$ cat src/rtl/mpadd_ctrl_pkg.sv
// Shared constants for the word-serial multi-precision adder: word width,
// default operand size and the controller state encoding.
package mpadd_ctrl_pkg;

    localparam int WORD_W     = 32;
    localparam int NWORDS_DEF = 4;

    typedef logic [1:0] state_t;

    localparam state_t ST_IDLE = 2'd0;
    localparam state_t ST_RUN  = 2'd1;
    localparam state_t ST_DONE = 2'd2;

endpackage

$ cat src/rtl/mpadd_ctrl_add32.sv
// Single 32-bit adder slice shared by every word of a multi-precision operation.
// Outputs are forced to zero whenever the add strobe is low.
module mpadd_ctrl_add32
    import mpadd_ctrl_pkg::*;
(
    input  logic              m_clock,
    input  logic              p_reset,
    input  logic              add,
    input  logic [WORD_W-1:0] a,
    input  logic [WORD_W-1:0] b,
    input  logic              cin,
    output logic [WORD_W-1:0] sum,
    output logic              cout
);

    logic [WORD_W:0] total;
    logic            unused_clk_rst;

    // Purely combinational today; clock and reset stay on the port list so a
    // pipelined slice can drop in without touching the controller.
    assign unused_clk_rst = m_clock ^ p_reset;

    always_comb begin
        total = '0;
        if (add) begin
            total = {1'b0, a} + {1'b0, b} + {{WORD_W{1'b0}}, cin};
        end
    end

    assign sum  = total[WORD_W-1:0];
    assign cout = total[WORD_W];

endmodule

$ cat src/rtl/mpadd_ctrl.sv
// Word-serial W-bit add/subtract controller: one 32-bit word per cycle,
// least-significant word first, through a single shared adder slice.
module mpadd_ctrl
    import mpadd_ctrl_pkg::*;
#(
    parameter int NWORDS = NWORDS_DEF
) (
    input  logic                     m_clock,
    input  logic                     p_reset,
    input  logic                     start,
    input  logic                     sub,
    input  logic [WORD_W*NWORDS-1:0] a,
    input  logic [WORD_W*NWORDS-1:0] b,
    output logic                     busy,
    output logic                     done,
    output logic [WORD_W*NWORDS-1:0] result,
    output logic                     cout,
    output logic                     ov
);

    localparam int W  = WORD_W * NWORDS;
    localparam int IW = $clog2(NWORDS);
    localparam logic [IW-1:0] LAST_IDX = IW'(NWORDS - 1);

    state_t        state_q, state_d;
    logic [IW-1:0] idx_q, idx_d;
    logic          carry_q, carry_d;
    logic          sub_q, sub_d;
    logic [W-1:0]  a_q, a_d;
    logic [W-1:0]  b_q, b_d;
    logic [W-1:0]  result_q, result_d;
    logic          cout_q, cout_d;
    logic          ov_q, ov_d;

    int                word_lsb;
    logic              add;
    logic [WORD_W-1:0] add_a, add_b, add_sum;
    logic              add_cout;
    logic              a_top, bp_top, r_top;

    assign word_lsb = WORD_W * int'(idx_q);
    assign add      = (state_q == ST_RUN);
    assign add_a    = a_q[word_lsb +: WORD_W];
    assign add_b    = b_q[word_lsb +: WORD_W] ^ {WORD_W{sub_q}};

    mpadd_ctrl_add32 u_add32 (
        .m_clock (m_clock),
        .p_reset (p_reset),
        .add     (add),
        .a       (add_a),
        .b       (add_b),
        .cin     (carry_q),
        .sum     (add_sum),
        .cout    (add_cout)
    );

    // Sign bits of the top word feed the signed-overflow flag.
    assign a_top  = a_q[W-1];
    assign bp_top = b_q[W-1] ^ sub_q;
    assign r_top  = add_sum[WORD_W-1];

    always_comb begin
        state_d  = state_q;
        idx_d    = idx_q;
        carry_d  = carry_q;
        sub_d    = sub_q;
        a_d      = a_q;
        b_d      = b_q;
        result_d = result_q;
        cout_d   = cout_q;
        ov_d     = ov_q;
        case (state_q)
            ST_IDLE: begin
                if (start) begin
                    state_d = ST_RUN;
                    a_d     = a;
                    b_d     = b;
                    sub_d   = sub;
                    idx_d   = '0;
                    carry_d = sub;
                end
            end
            ST_RUN: begin
                result_d[word_lsb +: WORD_W] = add_sum;
                carry_d = add_cout;
                if (idx_q == LAST_IDX) begin
                    state_d = ST_DONE;
                    idx_d   = '0;
                    cout_d  = add_cout;
                    ov_d    = (~a_top & ~bp_top & r_top) | (a_top & bp_top & ~r_top);
                end else begin
                    idx_d = idx_q + IW'(1);
                end
            end
            ST_DONE: state_d = ST_IDLE;
            default: state_d = ST_IDLE;
        endcase
    end

    always_ff @(posedge m_clock) begin
        if (p_reset) begin
            state_q  <= ST_IDLE;
            idx_q    <= '0;
            carry_q  <= 1'b0;
            sub_q    <= 1'b0;
            a_q      <= '0;
            b_q      <= '0;
            result_q <= '0;
            cout_q   <= 1'b0;
            ov_q     <= 1'b0;
        end else begin
            state_q  <= state_d;
            idx_q    <= idx_d;
            carry_q  <= carry_d;
            sub_q    <= sub_d;
            a_q      <= a_d;
            b_q      <= b_d;
            result_q <= result_d;
            cout_q   <= cout_d;
            ov_q     <= ov_d;
        end
    end

    assign busy   = (state_q != ST_IDLE);
    assign done   = (state_q == ST_DONE);
    assign result = result_q;
    assign cout   = cout_q;
    assign ov     = ov_q;

endmodule

$ cat config.mk
export PLATFORM = sky130hd
export DESIGN_NAME = mpadd_ctrl
export DESIGN_NICKNAME = d
export VERILOG_FILES = /design/src/rtl/mpadd_ctrl_pkg.sv /design/src/rtl/mpadd_ctrl_add32.sv /design/src/rtl/mpadd_ctrl.sv
export SDC_FILE = /design/constraint.sdc
export NUM_CORES = 1
export LEC_CHECK = 0
export ABC_AREA = 1
export BUFFER_PORTS_ARGS = -buffer_cell sky130_fd_sc_hd__buf_2
export CAP_MARGIN = 20
export CORE_MARGIN = 1
export CORE_UTILIZATION = 43
export CTS_BUF_LIST = sky130_fd_sc_hd__clkbuf_4 sky130_fd_sc_hd__clkbuf_8
export DETAILED_ROUTE_END_ITERATION = 16
export GPL_TIMING_DRIVEN = 1
export PLACE_DENSITY = 0.68
export SLEW_MARGIN = 15
export SYNTH_ARGS = -nofsm -noshare
export SYNTH_HDL_FRONTEND = slang
export SYNTH_SLANG_ARGS = --single-unit
$ cat constraint.sdc
create_clock -name m_clock -period 3.16 [get_ports m_clock]
set_input_delay 0 -clock m_clock [delete_from_list [all_inputs] [get_ports m_clock]]
set_output_delay 0 -clock m_clock [all_outputs]
set_load 0.01 [all_outputs]
# Word level (Yosys, flattened, before mapping)
# Index checks and enable logic that the tools add are counted.
[totals] reg_bits=392 in_bits=260 out_inout_bits=132 elab_cells=49
[classes] addsub=4 eq_ne=5 shift=4 n_mux=10 bitwise_logic=10 n_reduce_logical=7
[op_table] operator="$shiftx A128 B8 Y32" n=2
[op_table] operator="$bwmux W128" n=1
[op_table] operator="$shift A32 B33 Y128 const A" n=1
[op_table] operator="$shiftx A32 B33 Y128" n=1
[op_table] operator="$add A32 B32 Y33" n=1
[op_table] operator="$add A33 B1 Y33" n=1
[op_table] operator="$mux W33" n=1
[op_table] operator="$neg A7 Y33" n=1
[op_table] operator="$xor A32 B32 Y32" n=1
[op_table] operator="$mux W2" n=4
[op_table] operator="$pmux W2 S2" n=2
[op_table] operator="$reduce_and A2 Y1" n=4
[op_table] operator="$and A1 B1 Y1" n=4
[op_table] operator="$eq A2 B2 Y1 const B" n=2
[op_table] operator="$reduce_bool A2 Y1" n=2
[op_table] operator="$not A1 Y1" n=3
[op_table] operator="$add A2 B1 Y2 const B" n=1
[op_table] operator="$eq A2 B1 Y1 const B" n=1
[op_table] operator="$logic_not A2 Y1" n=1
[op_table] operator="$ne A2 B1 Y1 const B" n=1
[op_table] operator="$ne A2 B2 Y1 const B" n=1
[op_table] operator="$pmux W1 S2" n=1
[op_table] operator="$mux W1" n=1
[op_table] operator="$or A1 B1 Y1" n=1
[op_table] operator="$xor A1 B1 Y1" n=1

# Longest topological paths before layout
[logic_depth] ltp_word=8 mapped_depth=23 ltp_nobuf=21

# By module
# A second synthesis with hierarchy kept.
[hier_totals] hier_cells=3000 hier_area_um2=19244.7
[modules_own_cells] mod="mpadd_ctrl" instances=1 cells_each=2455 area_per_inst_um2=16643.5 seq_area_each_um2=7847.5
[modules_own_cells] mod="mpadd_ctrl_add32" instances=1 cells_each=545 area_per_inst_um2=2601.2 seq_area_each_um2=0.0

# Least setup slack after synthesis
# OpenSTA, ideal clock, no wires.
[synth_timing] path_type="reg-to-reg" start="register idx_q[0]" end="register result_q[112] (netlist: result[112])" setup_ps=70 t_arrival_ps=3060 required_ps=3090 path_slack_ps=29 stages_incl_launch_ff=21 path_buffers=3 synth_period_minus_slack_ps=3131 path_cell_list="dfxtp_1 buf_2 inv_2 clkbuf_1 buf_2 nand2_1 a32o_1 fa_1 inv_1 fa_1 nand3_1 nand3_1 nand2_1 nand2_1 nand2_1 nand2_1 nor2_1 nand3b_4 nor2_2 nand3_1 a21oi_1"
[synth_between] elab_chain_len=7 word_cells_on_any_way=10 classes_between="3 x add/sub; 4 x shift; 2 x mux; 1 x bitwise"
[synth_rtl] element="start, declared" line_no="mpadd_ctrl.sv:26" rtl="logic [IW-1:0] idx_q, idx_d;"
[synth_rtl] element="start signal, assigned" line_no="mpadd_ctrl.sv:113" rtl="idx_q <= idx_d;"
[synth_rtl] element="$shiftx A128 B8 Y32" line_no="mpadd_ctrl.sv:44" rtl="assign add_b = b_q[word_lsb +: WORD_W] ^ {WORD_W{sub_q}};"
[synth_rtl] element="$xor A32 B32 Y32" line_no="mpadd_ctrl.sv:44"
[synth_rtl] element="$add A32 B32 Y33" line_no="mpadd_ctrl_add32.sv:26" rtl="total = {1'b0, a} + {1'b0, b} + {{WORD_W{1'b0}}, cin};"
[synth_rtl] element="$add A33 B1 Y33" line_no="mpadd_ctrl_add32.sv:26"
[synth_rtl] element="$mux W33" line_no="mpadd_ctrl_add32.sv:25" rtl="if (add) begin"
[synth_rtl] element="$shiftx A32 B33 Y128" line_no="mpadd_ctrl.sv:84" rtl="result_d[word_lsb +: WORD_W] = add_sum;"
[synth_rtl] element="$bwmux W128 (*)" line_no="mpadd_ctrl.sv:84"
[synth_rtl] element="end signal, assigned" line_no="mpadd_ctrl.sv:118" rtl="result_q <= result_d;"
[synth_rtl] element="end, declared" line_no="mpadd_ctrl.sv:31" rtl="logic [W-1:0] result_q, result_d;"
# Every way passes the cells marked *; elsewhere a longest branch is shown, timed or not.
# A chain may end at the register's enable or synchronous reset.

# Worst setup path in the final report
[layout_timing] start="register idx_q[0]" end="register result_q[85] (netlist: result[85])"
# The elaborated chain is that of the path after synthesis.

==> results.ini <==
[sta]
grt_setup_unrepaired = true
period_minus_slack_ns = 3.142
worstMarginPinSlew_ns = 0.9765
finClkSkew_ns = 0.03224
finalHoldViolCount = 0
max_freq_ghz = 0.3182
finalCritPeriodShare_pct = 99.44
slew_headroom_pct = 34.90
setup_tns_ns = 0
setup_viol = 0
drv_slew = 0
finalWorstSetupSlack_ns = 0.01766

[worst_setup_path]
critical_path_class = flop to flop
crit_chain = buf_12 -> o21ai_0 -> o22ai_2 -> xor2_2 -> ha_4 -> nand2_2 -> inv_2 -> nand2_2 -> inv_1 -> a21oi_1 -> nand2_2 -> nand2_1 -> nand2_1 -> nand2_1 -> inv_1 -> nor2_4 -> nand3_1 -> a21oi_1
cpLargestDelayFamily = simple AND/OR/NAND/NOR gates
cp.required_ns = 3.68
cp_max_fo = 7
crit_start = idx_q[0]$_SDFFE_PP0P_
rr_startpoint = idx_q[0]$_SDFFE_PP0P_
crit_path_end_kind = flop
path_buf_inv = 4
slowest_delay_ns = 0.48
critPathSlowestCell = dfxtp_4
start_kind = flop
critical_path_arrival_ns = 3.66

[clock_tree]
h-tree-depth = 3
cts_buffers = 66
clkLatencyLatePin_ns = 0.63
clkSinkCount = 392
clkTransAtPathRegs_ns = 0.06
cts_root_buf = clkbuf_8
cts_tree = built
cts_max_path_buffers = 3

[layout]
drive_above_1_share_pct = 24.07
utilization_pct = 62.79
area_growth_syn_to_layout_pct = 43.06
fillers = 3673
regArea_mm2 = 0.007856
final_nets = 3684
multi_input_area_mm2 = 0.01023

[power]
internal-power_uw = 9663
p_comb_share_pct = 30.3
power.share.clock_pct = 32.2
leakagePower_uw = 0.01193
ir_drop_mv = 0.2729
cellPowerDensity_mw_per_mm2 = 546.9
switchingPower_uw = 4839
switching_share_pct = 33.37
seqPwrFrac_pct = 37.5

[synth]
muxShareOfSynthArea_pct = 0
synthDistinctLibCells = 39
synth-seq-cells = 392
synth-compound-area-share_pct = 17.80
synth-simple-area-share_pct = 28.79
yosysTopAreaCell = dfxtp_1
ys_top_cells_by_area = dfxtp_1, nor2_1, o21ai_0
synth-main-ff-cell = dfxtp_1
synth_top_family_by_area = simple AND/OR/NAND/NOR gates
synthesis.area_mm2 = 0.01853
async_flop_share_pct = 0
synth_nets = 3020
synth-xor-area-share_pct = 1.559
yosysSeqAreaShare_pct = 42.34
synth.most_common_cell = nor2_1
synth_edf_count = 0
yosysTopAreaCellShare_pct = 42.34
ys_warn_count = 0
syn_inst = 2721
avgSynthCellArea_um2 = 6.811
synth_fa_ha_area_share_pct = 2.714
synth_common_cells = nor2_1, nand2_1, dfxtp_1

[floorplanning]
initial_utilization_pct = 43.89
row_count = 75
die_width_um = 209.6
core_area_mm2 = 0.04223
io_pins = 392
die_h_um = 209.6
dieArea_mm2 = 0.04394

[routing]
vias = 21140
drt_iter0_drc = 1938
route.detailed.drc = 0
dr.pass1.iters = 6
wirelength_mm = 71.58
drt-wirelength-per-cell_um = 18.06
vias_per_cell = 5.333
drtAntennaViolNets = 0

[placement]
dpl.hpwl_mm = 46.55
io_buffers = 391
pre_cts_ws_ns = -0.05739
gp_congestion = 0.9406

[global_route]
grt_max_degree = 146
grt_first_pass_wirelength_mm = 107.2
grt_pass1_vias = 19940
grt_antenna_before_repair = 1
grt_overflow = 0
track_usage_pct = 30.83

[hold_path]
hold_start = start
hold_class = input port to flop

[run_status]
outcome = completed

[job]
cap_violations = 0

## cells in the final DEF, fill, tap and decap left out, drive strengths merged
cell type,count
o22ai,63
and2,4
o21ai,394
xnor2,2
diode,1
clkinv,11
and3,1
nand3b,3
bufinv,3
inv,134
xor2,31
nand3,72
dlygate4sd3,263
a32o,1
o21bai,4
a21o,1
fa,2
nor2,722
a21oi,168
ha,37
dfxtp,392
nand4,35
nor3,8
nor4,5
clkinvlp,4
clkbuf,95
or2,1
buf,511
nand2,453
o21a,2
a31oi,1
## per-stage QoR
step           area, um2  total power [uW]  instances  hold slack [ns]
5_1_grt            26510             15170       3962          0.06489
2_1_floorplan      18530              7636       2721           0.1488
6_report           26510             14500       3963          0.04033
3_3_place_gp       21360              8980       3570           0.2574
3_5_place_dp       21360              9013       3570           0.2588
4_1_cts            25400             13920       3941       0.00002304
## power groups by stage
| stage | Clock, uW | Combinational (uW) | Sequential (uW) |
|---|---|---|---|
| after detailed placement | 0 | 3490 | 5520 |
| after global placement | 0 | 3460 | 5520 |
| after global routing | 4930 | 4780 | 5460 |
| after floorplan | 0 | 2170 | 5460 |
| final | 4680 | 4390 | 5430 |
| after CTS | 4720 | 3780 | 5420 |
## routing by layer
| layer | global-route usage [%] | wire length [um] | share of wire, % |
|---|---|---|---|
| met5 | 0 | 0 | 0 |
| met2 | 49.32 | 32830 | 46 |
| met4 | 12.08 | 2268 | 3.2 |
| met3 | 4.743 | 4813 | 6.7 |
| met1 | 41.73 | 31660 | 44 |
## final cells by class
type / instances / share of cell area [%]
clock inverter: 18 / 0.6607
multi-input combinational: 2010 / 38.58
sequential: 392 / 29.63
timing repair buffer: 781 / 22.23
tap: 539 / 2.544
clock buffer: 88 / 4.356
inverter: 134 / 1.991
antenna: 1 / 0.009438
## registers in the layout, summed over array words and instances (netlist names)
register  flops
b_q         128
idx_q         2
carry_q       1
cout          1
state_q       2
ov            1
sub_q         1
result      128
a_q         128
## worst register-to-register path, stage by stage, from the launching register on
cell	delay (ns)
dfxtp_4	0.48
buf_12	0.16
o21ai_0	0.14
o22ai_2	0.29
xor2_2	0.30
ha_4	0.27
nand2_2	0.11
inv_2	0.07
nand2_2	0.08
inv_1	0.10
a21oi_1	0.18
nand2_2	0.16
nand2_1	0.12
nand2_1	0.05
nand2_1	0.05
inv_1	0.06
nor2_4	0.16
nand3_1	0.09
a21oi_1	0.17
## cell families (layout without fill, tap and decap cells)
group / after synthesis / count (layout)
XOR/XNOR: 33 / 33
AO/OA/AOI/OAI: 634 / 634
flip-flops: 392 / 392
buffers and inverters: 319 / 1021
adder cells (fa/ha/maj): 39 / 39
AND/OR/NAND/NOR: 1304 / 1304
other: 0 / 1
## repair_timing
| item | in CTS | in global routing |
|---|---|---|
| gates cloned | 1 | 8 |
| pin swaps | 4 | 42 |
| hold buffers | 263 | 0 |
| buffers inserted | 1 | 13 |
| resized for setup | 9 | 186 |
| hold endpoints to repair | 299 | 0 |
| setup endpoints to repair | 19 | 104 |
## worst paths after layout
path | slack (ns) | to | cells past startpoint
setup / recovery | 0.02 | result[85]$_SDFFE_PP0P_ | 18
hold / removal | 0.04 | a_q[100]$_SDFFE_PP0P_ | 4
setup reg to reg | 0.02 | result[85]$_SDFFE_PP0P_ | 18
hold reg to reg | 0.46 | result[49]$_SDFFE_PP0P_ | 2
No activity file was read; power rests on OpenSTA's default activity.
